## src/rtl/btn_debounce.sv

```systemverilog
`default_nettype none
// ============================================================================
// Module   : btn_debounce
// Purpose  : Per-bit push-button conditioner. Each bit passes through a
//            two-flop synchroniser and a stability counter, then provides a
//            clean level and single-cycle rise/fall pulses.
// Options  : BTN_DEBOUNCE_TOGGLE_EN - when defined, stable_o carries a
//            per-bit toggle latch that flips on every debounced press.
// Revision : 1.0 - initial release
// ============================================================================
module btn_debounce #(
  parameter int WIDTH           = 4,
  parameter int DEBOUNCE_CYCLES = 50000,
  parameter int CNT_WIDTH       = 16
) (
  input  logic             clk,
  input  logic             rst_n,
  input  logic [WIDTH-1:0] btns_i,
  output logic [WIDTH-1:0] stable_o,
  output logic [WIDTH-1:0] rise_o,
  output logic [WIDTH-1:0] fall_o
);

  // Terminal count: a differing input is accepted on the edge where the
  // counter already holds this value, so the counter never exceeds it.
  localparam logic [CNT_WIDTH-1:0] C_CNT_LAST = CNT_WIDTH'(DEBOUNCE_CYCLES - 1);

  logic [WIDTH-1:0]     sync1_q, sync1_d;
  logic [WIDTH-1:0]     sync2_q, sync2_d;
  logic [WIDTH-1:0]     level_q, level_d;
  logic [WIDTH-1:0]     rise_q,  rise_d;
  logic [WIDTH-1:0]     fall_q,  fall_d;
  logic [CNT_WIDTH-1:0] cnt_q [WIDTH];
  logic [CNT_WIDTH-1:0] cnt_d [WIDTH];

  // Next-state: straight synchroniser chain plus independent per-bit filter.
  always_comb begin
    sync1_d = btns_i;
    sync2_d = sync1_q;
    level_d = level_q;
    rise_d  = '0;
    fall_d  = '0;
    for (int i = 0; i < WIDTH; i++) begin
      cnt_d[i] = cnt_q[i];
      if (sync2_q[i] == level_q[i]) begin
        // Input agrees with the accepted level: any bounce streak is over.
        cnt_d[i] = '0;
      end else if (cnt_q[i] == C_CNT_LAST) begin
        // Input has differed long enough: accept it and emit one pulse.
        cnt_d[i]   = '0;
        level_d[i] = sync2_q[i];
        rise_d[i]  = sync2_q[i];
        fall_d[i]  = ~sync2_q[i];
      end else begin
        cnt_d[i] = cnt_q[i] + CNT_WIDTH'(1);
      end
    end
  end

  // State registers, cleared asynchronously by rst_n.
  always_ff @(posedge clk or negedge rst_n) begin
    if (!rst_n) begin
      sync1_q <= '0;
      sync2_q <= '0;
      level_q <= '0;
      rise_q  <= '0;
      fall_q  <= '0;
      for (int i = 0; i < WIDTH; i++) begin
        cnt_q[i] <= '0;
      end
    end else begin
      sync1_q <= sync1_d;
      sync2_q <= sync2_d;
      level_q <= level_d;
      rise_q  <= rise_d;
      fall_q  <= fall_d;
      for (int i = 0; i < WIDTH; i++) begin
        cnt_q[i] <= cnt_d[i];
      end
    end
  end

  assign rise_o = rise_q;
  assign fall_o = fall_q;

`ifdef BTN_DEBOUNCE_TOGGLE_EN
  logic [WIDTH-1:0] toggle_q, toggle_d;

  // Each accepted press flips the latch on the same edge rise_o is set.
  always_comb begin
    toggle_d = toggle_q ^ rise_d;
  end

  // Toggle latch register.
  always_ff @(posedge clk or negedge rst_n) begin
    if (!rst_n) begin
      toggle_q <= '0;
    end else begin
      toggle_q <= toggle_d;
    end
  end

  assign stable_o = toggle_q;
`else
  assign stable_o = level_q;
`endif

endmodule
`default_nettype wire

```

## config.mk

```make
export PLATFORM = sky130hd
export DESIGN_NAME = btn_debounce
export DESIGN_NICKNAME = d
export VERILOG_FILES = /design/src/rtl/btn_debounce.sv
export SDC_FILE = /design/constraint.sdc
export NUM_CORES = 1
export LEC_CHECK = 0
export ABC_AREA = 0
export CAP_MARGIN = 20
export CELL_PAD_IN_SITES_DETAIL_PLACEMENT = 1
export CELL_PAD_IN_SITES_GLOBAL_PLACEMENT = 1
export CORE_MARGIN = 2
export CORE_UTILIZATION = 40
export CTS_BUF_LIST = sky130_fd_sc_hd__clkbuf_16
export DETAILED_ROUTE_END_ITERATION = 6
export HOLD_SLACK_MARGIN = 0.12
export PLACE_DENSITY_LB_ADDON = 0.1
export SYNTH_ARGS = -nofsm -noshare
export SYNTH_HDL_FRONTEND = slang
export SYNTH_SLANG_ARGS = --single-unit
```

## constraint.sdc

```tcl
create_clock -name clk -period 2.1 [get_ports clk]
set_input_delay 0.42 -clock clk [delete_from_list [all_inputs] [get_ports clk]]
set_output_delay 0.42 -clock clk [all_outputs]
set_load 0.005 [all_outputs]
```

==> results of run 1 <==
## power by group
part           switching (uW)  internal, uW
Clock                     612           906
Combinational            69.0          43.0
Sequential               26.4          1640
Total                     708          2590
## registers in the layout, summed over array words and instances, names as in the netlist
register,count
stable_o,4
cnt_q,64
sync1_q,4
fall_o,4
rise_o,4
sync2_q,4
## synthesized netlist by cell type (2+ instances only)
cell / n / area, sq um
nor3_1: 11 / 55.05
buf_2: 2 / 10.01
nor4_1: 13 / 81.33
dfrtp_1: 84 / 2102
ha_1: 4 / 50.05
and3_1: 9 / 56.30
nand2_1: 20 / 75.07
xor2_1: 19 / 166.4
nor4b_1: 3 / 26.28
nand4_1: 16 / 100.1
nor4bb_1: 6 / 60.06
or4_1: 2 / 15.01
nor3b_1: 9 / 67.56
a21oi_1: 3 / 15.01
xnor2_1: 38 / 332.8
and4_1: 3 / 26.28
clkbuf_1: 4 / 15.01
o31ai_1: 2 / 15.01
nor2_1: 65 / 244.0
mux2_2: 3 / 33.78
inv_1: 7 / 26.28
nand3_1: 23 / 115.1
## kinds of logic after synthesis
logic type,Yosys count
xor gates and xnor gates,57
muxes,4
AOI/OAI and AO/OA,6
adders and majority gates,4
buffers and inverters,13
and+or+nand+nor,186
DFF,84
## layout make-up
cell class	instances	area (sq um)	area share (%)
Tap cell	111	138.9	3.137
Timing Repair Buffer	27	257.7	5.822
Sequential cell	84	2102	47.48
Multi-Input combinational cell	257	1617	36.52
Clock inverter	7	60.06	1.357
Clock buffer	9	225.2	5.088
Inverter	7	26.28	0.5936
## cells in the final DEF (no fill, tap or decap), drive strengths merged, types with 2 or more instances in the layout
cell	instances
or4	3
buf	10
inv	9
o31ai	2
nor4b	3
a21oi	3
clkinv	4
nand3	24
xnor2	38
clkdlybuf4s50	16
and4	3
dfrtp	84
and3	9
mux2	4
clkbuf	9
nor3b	9
nor2	65
nor4	13
ha	4
nor3	11
nand2	20
nor4bb	6
xor2	19
nand4	16
## metal layers
layer / GRT usage [%] / vias to the layer above / wire (um)
met2: 26.85 / 30 / 3596
met1: 23.04 / 1331 / 3842
li1: - / 1294 / -
met3: 4.092 / 8 / 207
met5: 0 / - / 0
met4: 5.925 / 0 / 97
## metrics by stage
step           setup WS (ns)  total power (uW)  std cells  hold WS (ns)  util [%]
4_1_cts               0.2552              3370        502        0.3548     48.14
3_3_place_gp          0.2960              1810        485        0.3335     44.93
5_1_grt              0.07529              3464        502        0.3689     48.14
3_5_place_dp          0.2805              1815        485        0.3405     44.93
6_report              0.2346              3302        502        0.3511     48.14
2_1_floorplan         0.3652              1739        354        0.1244         -
## how the worst min path moves through the flow
stage | endpoint | cells past startpoint | startpoint
after floorplan | cnt_q[0] | 0 | rst_n
after global placement | sync2_q[1] | 0 | sync1_q[1]
after detailed placement | sync2_q[3] | 0 | sync1_q[3]
after CTS | sync2_q[3] | 0 | sync1_q[3]
after global routing | sync2_q[2] | 0 | sync1_q[2]
final | sync2_q[3] | 0 | sync1_q[3]
## critical path: cells and delay by family (launching register included)
family	cells	cell delay, ns
flops	1	0.42
mux	1	0.31
simple gates	3	1.02
## timing repair
| action | CTS | global route |
|---|---|---|
| setup buffers | 0 | 0 |
| hold buffers | 1 | 0 |
| hold endpoints to repair | 31 | 0 |
==> results.yml, run 1 <==
clock_tree:
  clk_pin_slew_worst_paths_ns: 0.06
  cts_buffers: 9
  cts-root-buf: "clkbuf_16"
  clock_latency_ns: 0.33
  numClockSinks: 84
  clk_path_buf_depth: 2
  ctsResizeCount: 0
  htree_levels: 3
  cts_tree: "built"
global_routing:
  grt_pass1_vias: 2856
  grt_pass1_wl_mm: 13.74
  grt_antenna_before_repair: 0
  grt_max_degree: 54
  gr-usage-all-layers_pct: 17.04
  grt_overflow: 0
worst_setup_path:
  worstRegToRegCells: 4
  cpPeakStageDelay_ns: 0.57
  startpoint_type: "flip-flop"
  regToRegSetupSlack_ns: 0.23
  r2r-start: "cnt_q[29]"
  cp_max_fo: 4
  critical_path_arrival_ns: 2.08
  critPathRequiredTime_ns: 2.31
  critPathKind: "flip-flop to flip-flop"
  rr_endpoint: "stable_o[2]"
  worstSetupStartpoint: "cnt_q[29]"
  crit_path_end_kind: "flip-flop"
  cp_cell_sequence: "nor4_1 -> nand3b_1 -> or4_4 -> mux2_4"
  endpoint: "stable_o[2]"
  crit_slowest_cell: "or4_4"
synthesis:
  synth_simple_gate_area_share_pct: 25.79
  synth_area_sq_um: 3770
  syn_avg_cell_area_sq_um: 10.65
  synth_nets: 364
  synth-xor-area-share_pct: 13.24
  synthAdderAreaFrac_pct: 1.328
  ys_types: 30
  synth-main-ff-cell: "dfrtp_1"
  syn_inst: 354
  synth-compound-area-share_pct: 1.228
  ys_ff_latch: 84
  synthMuxAreaShare_pct: 1.294
  synth_top_family_by_area: "simple AND/OR/NAND/NOR gates"
  synth_edf_count: 0
  seq_area_frac_synth_pct: 55.76
  ys_warn_count: 0
  async_reset_ff_share_pct: 100.0
sta:
  tightestPinTransition_ns: 0.4257
  setup_viol: 0
  fin_skew_ns: 0.007277
  finalSetupTns_ns: 0
  hold_violations: 0
  slew_headroom_pct: 71.62
  fmax_mhz: 536.1
  fin_crit_ns: 1.865
  period_share_pct: 88.83
  rsz0062_at_grt: "no"
  drv_slew: 0
detailed_routing:
  drt_first_pass_iters: 4
  drc: 0
  routed_wl_mm: 7.742
  postRouteAntennaNets: 0
  num_vias: 2663
  routedWlPerCell_um: 15.42
  vias_per_cell: 5.305
  drt_iter0_drc: 44
die:
  boundaryPins: 18
  core_region_area_sq_um: 9196
  rows: 35
  die_w_um: 101.1
  fp.dieArea_sq_um: 10220
  start_util_pct: 40.99
  fp.dieH_um: 101.1
pwr:
  max-vdd-ir-drop_v: 0.0004725
  leakagePower_uw: 0.001815
  power-per-cell-area_nw_per_um2: 745.9
place:
  hpwlAfterDp_mm: 5.138
  io_buffers: 17
  dpl-instance-area_sq_um: 4131
  place.gp.congestion: 0.8350
layout:
  diodes: 0
  syn_to_final_growth_pct: 17.42
  fin_area_sq_um: 4427
  fillCellCount: 1020
  fin_nets: 396
  drive_gt1_share_pct: 7.928
status:
  status: "completed"
worst_hold_path:
  hp-class: "flip-flop to flip-flop"
flow_run:
  cap_violations: 0
Power figures use the tool's default switching activity.
==> run 2: changes to the inputs <==
Settings changed: ABC_CLOCK_PERIOD_IN_PS set to 2000.
Clock period 2.1 ns to 2 ns, I/O delays scaled along.
==> run 2 against run 1 <==
  * Via count about the same
  * Routed wire length down 0.23%
  * Critical path type unchanged
  * Critical path depth unchanged
  * Largest power group unchanged
  * Sequential share of layout area down 0.29 points
  * Combinational power up 6%
  * Critical endpoint unchanged
  * Design area up 0.62%
  * Clock power up 7%
==> results.yml, run 2 (same netlist as run 1, synthesis figures left out) <==
status:
  status: "completed"
sta:
  fmax_mhz: 538.4
  tightestPinTransition_ns: 0.3596
  period_share_pct: 92.86
  hold_violations: 0
  drv_slew: 0
  fin_crit_ns: 1.857
  fin_skew_ns: 0.007252
  finalSetupTns_ns: 0
  rsz0062_at_grt: "no"
  setup_viol: 0
  fin_ws_ns: 0.1428
  slew_headroom_pct: 75.81
worst_setup_path:
  crit_path_end_kind: "flip-flop"
  cp_max_fo: 4
  worstRegToRegCells: 4
  crit_slowest_cell: "or4_4"
  startpoint_type: "flip-flop"
  cp_cell_sequence: "nor4_1 -> nand3b_1 -> or4_4 -> mux2_4"
  critPathRequiredTime_ns: 2.22
  cpPeakStageDelay_ns: 0.56
  critPathKind: "flip-flop to flip-flop"
  worstSetupStartpoint: "cnt_q[28]"
  critical_path_arrival_ns: 2.07
  r2r-start: "cnt_q[28]"
clock_tree:
  clk_path_buf_depth: 2
  htree_levels: 3
  clk_pin_slew_worst_paths_ns: 0.06
  clock_latency_ns: 0.33
  cts_buffers: 9
  cts-root-buf: "clkbuf_16"
  numClockSinks: 84
  cts_setup_buffers: 0
  cts_tree: "built"
detailed_routing:
  num_vias: 2661
  routed_wl_mm: 7.724
  postRouteAntennaNets: 0
  vias_per_cell: 5.269
  drt_first_pass_iters: 4
  drc: 0
  routedWlPerCell_um: 15.30
  drt_iter0_drc: 63
flow_run:
  cap_violations: 0
place:
  dpl-instance-area_sq_um: 4154
  hpwlAfterDp_mm: 5.361
  io_buffers: 17
  dp_worst_setup_slack_ns: 0.1646
  place.gp.congestion: 0.8528
die:
  boundaryPins: 18
  die_w_um: 101.1
  fp.dieH_um: 101.1
  rows: 35
  core_region_area_sq_um: 9196
  start_util_pct: 40.99
  fp.dieArea_sq_um: 10220
worst_hold_path:
  min_path_cells: 0
  worstHoldStart: "sync1_q[0]"
  hp-class: "flip-flop to flip-flop"
global_routing:
  grt_max_degree: 54
  grt_pass1_wl_mm: 13.72
  grt_overflow: 0
  gr-usage-all-layers_pct: 16.97
  grt_antenna_before_repair: 0
  grt_pass1_vias: 2832
layout:
  top_register: "cnt_q"
  final_cell_mix: "dfrtp_1 (84), nor2_1 (65), xnor2_1 (38), nand3_1 (23), nand2_1 (20)"
  syn_to_final_growth_pct: 18.15
  final_common_cell: "dfrtp_1"
  diodes: 0
  fin_area_sq_um: 4454
  fin_nets: 399
  drive_gt1_share_pct: 9.137
  largest_register_ff_count: 64
pwr:
  power-per-cell-area_nw_per_um2: 785.2
  max-vdd-ir-drop_v: 0.0004280
  leakagePower_uw: 0.001823
-- run 2: cell types whose count changed in the layout (fill, tap and decap cells not counted) --
cell,change
inv_1,-2
clkinvlp_4,+1
buf_4,+3
inv_6,+1
clkinv_4,-1
clkinv_2,+1
-- run 2: what timing repair did --
| action | in CTS | in global routing |
|---|---|---|
| hold endpoints to repair | 9 | 0 |
| gates resized for setup | 0 | 0 |
| hold buffers | 1 | 0 |
-- run 2: critical path, delay by kind of cell (launching register included) --
| family | cells | cell delay, ns |
|---|---|---|
| and+or+nand+nor | 3 | 1.01 |
| muxes | 1 | 0.31 |
| DFF | 1 | 0.43 |
-- run 2: power breakdown --
| group | internal, uW | switching [uW] |
|---|---|---|
| Combinational | 46.5 | 72.4 |
| Sequential | 1730 | 28.0 |
| Clock | 960 | 663 |
| Total | 2730 | 764 |
-- run 2: layout make-up --
type	count	area [sq um]
Clock buffer	9	225.2
Clock inverter	7	65.06
Fill cell	1014	4742
Inverter	7	26.28
Multi-Input combinational cell	257	1617
Sequential cell	84	2102
Tap cell	111	138.9
Timing Repair Buffer	30	280.3
-- run 2: layer usage --
| metal | vias up | routed length (um) | global-route usage [%] |
|---|---|---|---|
| li1 | 1291 | - | - |
| met1 | 1336 | 3784 | 23.27 |
| met2 | 25 | 3620 | 26.44 |
| met3 | 9 | 196 | 3.745 |
| met4 | 0 | 123 | 6.237 |
| met5 | - | 0 | 0 |
-- run 2: path summary, 6_finish.rpt --
path	endpoint	slack (ns)
min in group asynchronous	cnt_q[47]	0.44
max reg2reg	stable_o[2]	0.14
max in group asynchronous	cnt_q[15]	1.03
min	sync2_q[0]	0.35
max	stable_o[2]	0.14
min reg2reg	sync2_q[0]	0.35
-- run 2: metrics by stage --
| stage | instances | power [uW] | util (%) | hold WS (ns) |
|---|---|---|---|---|
| finish | 505 | 3498 | 48.44 | 0.3483 |
| global route | 505 | 3644 | 48.44 | 0.3723 |
| CTS | 505 | 3569 | 48.44 | 0.3512 |
| detailed placement | 488 | 1908 | 45.17 | 0.2513 |
| global placement | 488 | 1902 | 45.17 | 0.2481 |
| floorplan | 354 | 1826 | - | 0.1044 |
==> run 3: changes to the inputs <==
Settings changed: CORE_MARGIN 2 to unset, SKIP_LAST_GASP set to 1.
==> run 3 against run 2 <==
  * Setup slack better by 0.012 ns
  * Hold slack about the same
  * Routed wire length shrank 1.8%
  * Utilization is 0.12 points higher
  * Global-route usage grew 0.37 points
  * Non-clock buffer count unchanged
  * Clock power grew 3%
  * Die area down 3.9%
  * Power increased by 1.3%
  * Combinational power about the same
  * First-iteration DRC count is 29% lower
  * Final cell count is the same
==> results.yml, run 3 (same netlist as run 1, synthesis figures left out) <==
worst_setup_path:
  crit_slowest_cell: "or4_4"
  critPathKind: "flip-flop to flip-flop"
  regToRegSetupSlack_ns: 0.15
  worstSetupPathDepth: 4
  crit_path_end_kind: "flip-flop"
  worstRegToRegCells: 4
  critPathRequiredTime_ns: 2.22
  cp_cell_sequence: "nor4_1 -> nand3b_1 -> or4_4 -> mux2_4"
  cp_max_fo: 4
  startpoint_type: "flip-flop"
  critPathTopFamily: "simple AND/OR/NAND/NOR gates"
  cpPeakStageDelay_ns: 0.56
  cp_num_buf_inv: 0
  critical_path_arrival_ns: 2.06
detailed_routing:
  num_vias: 2667
  routed_wl_mm: 7.582
  drc: 0
  routed.top_layer: "met4"
  postRouteAntennaNets: 0
  dr_wl_met2_mm: 3.536
  vias_per_cell: 5.281
  routed-wl-met3_um: 154
  drt_first_pass_iters: 4
  routedWlPerCell_um: 15.01
  wl_met1_mm: 3.813
  drt_iter0_drc: 45
pwr:
  max-vdd-ir-drop_v: 0.0003947
  power-per-cell-area_nw_per_um2: 793.4
  leakagePower_uw: 0.001822
global_routing:
  gr-usage-all-layers_pct: 17.35
  grt_max_degree: 43
  grt_pass1_vias: 2760
  grt_overflow: 0
  grt_antenna_before_repair: 0
  grt_pass1_wl_mm: 13.42
layout:
  fillCellCount: 1014
  top_register: "cnt_q"
  fin_nets: 399
  final_common_cell: "dfrtp_1"
  final_cell_mix: "dfrtp_1 (84), nor2_1 (65), xnor2_1 (38), nand3_1 (23), nand2_1 (20)"
  diodes: 0
  largest_register_ff_count: 64
  fin_cells: 505
  drive_gt1_share_pct: 9.391
  syn_to_final_growth_pct: 18.45
place:
  place.gp.congestion: 0.7749
  io_buffers: 17
  hpwlAfterDp_mm: 5.370
  dpl.cell_count: 488
sta:
  fin_crit_ns: 1.845
  drv_slew: 0
  fmax_mhz: 541.9
  finalSetupTns_ns: 0
  fin_skew_ns: 0.009637
  setup_viol: 0
  rsz0062_at_grt: "no"
  slew_headroom_pct: 74.52
  hold_violations: 0
  period_share_pct: 92.27
  tightestPinTransition_ns: 0.3787
clock_tree:
  clock_latency_ns: 0.33
  clk_path_buf_depth: 2
  htree_levels: 3
  numClockSinks: 84
  cts_buffers: 9
  cts_tree: "built"
  cts-root-buf: "clkbuf_16"
  clk_pin_slew_worst_paths_ns: 0.06
die:
  boundaryPins: 18
  fp.dieH_um: 99.08
  start_util_pct: 40.99
  core_region_area_sq_um: 9196
  fp.dieArea_sq_um: 9817
  rows: 35
  die_w_um: 99.08
flow_run:
  cap_violations: 0
status:
  status: "completed"
worst_hold_path:
  hp-class: "flip-flop to flip-flop"
  min_path_cells: 0
run 3: worst paths after layout:
kind / start / end
worst min register to register: sync1_q[1] / sync2_q[1]
worst max-delay path: cnt_q[28] / stable_o[2]
worst max register to register: cnt_q[28] / stable_o[2]
worst min-delay path: sync1_q[1] / sync2_q[1]
max in group asynchronous: rst_n / cnt_q[55]
min in group asynchronous: rst_n / cnt_q[47]
run 3: layout make-up:
cell class	instances	area (sq um)	share of cell area, %
sequential	84	2102	47.07
multi-input combinational	257	1617	36.20
timing repair buffer	30	280.3	6.276
clock buffer	9	225.2	5.043
tap	111	138.9	3.110
clock inverter	7	76.32	1.709
inverter	7	26.28	0.5884
run 3: metrics by stage:
step	hold WS, ns	utilization [%]	instance area (sq um)	setup slack [ns]	power, uW
6_report	0.3484	48.56	4466	0.1546	3543
2_1_floorplan	0.1044	-	3770	0.2652	1826
3_3_place_gp	0.3276	45.17	4154	0.1779	1904
3_5_place_dp	0.3325	45.17	4154	0.1632	1907
5_1_grt	0.3613	48.56	4466	0.1147	3680
4_1_cts	0.3571	48.56	4466	0.1550	3600
run 3: per-layer routing:
metal  vias up  global-route usage [%]
li1       1298                       -
met1      1340                   23.32
met2        21                   27.92
met3         8                   4.113
met4         0                   5.430
met5         -                       0
run 3: timing repair:
| item | 4_1_cts | 5_1_grt |
|---|---|---|
| endpoints found under the hold margin | 23 | 0 |
| hold buffers | 1 | 0 |
| resized for setup | 0 | 0 |
| buffers inserted | 0 | 0 |
run 3: worst reg2reg max path, stage by stage (launching register included):
cell and delay (ns):
dfrtp_1 0.42, nor4_1 0.30, nand3b_1 0.15, or4_4 0.56, mux2_4 0.31
run 3: report_power, final:
group	leakage, uW	internal [uW]	switching, uW
Clock	0.000142	974	696
Combinational	0.000535	47.4	72.0
Sequential	0.00115	1730	27.3
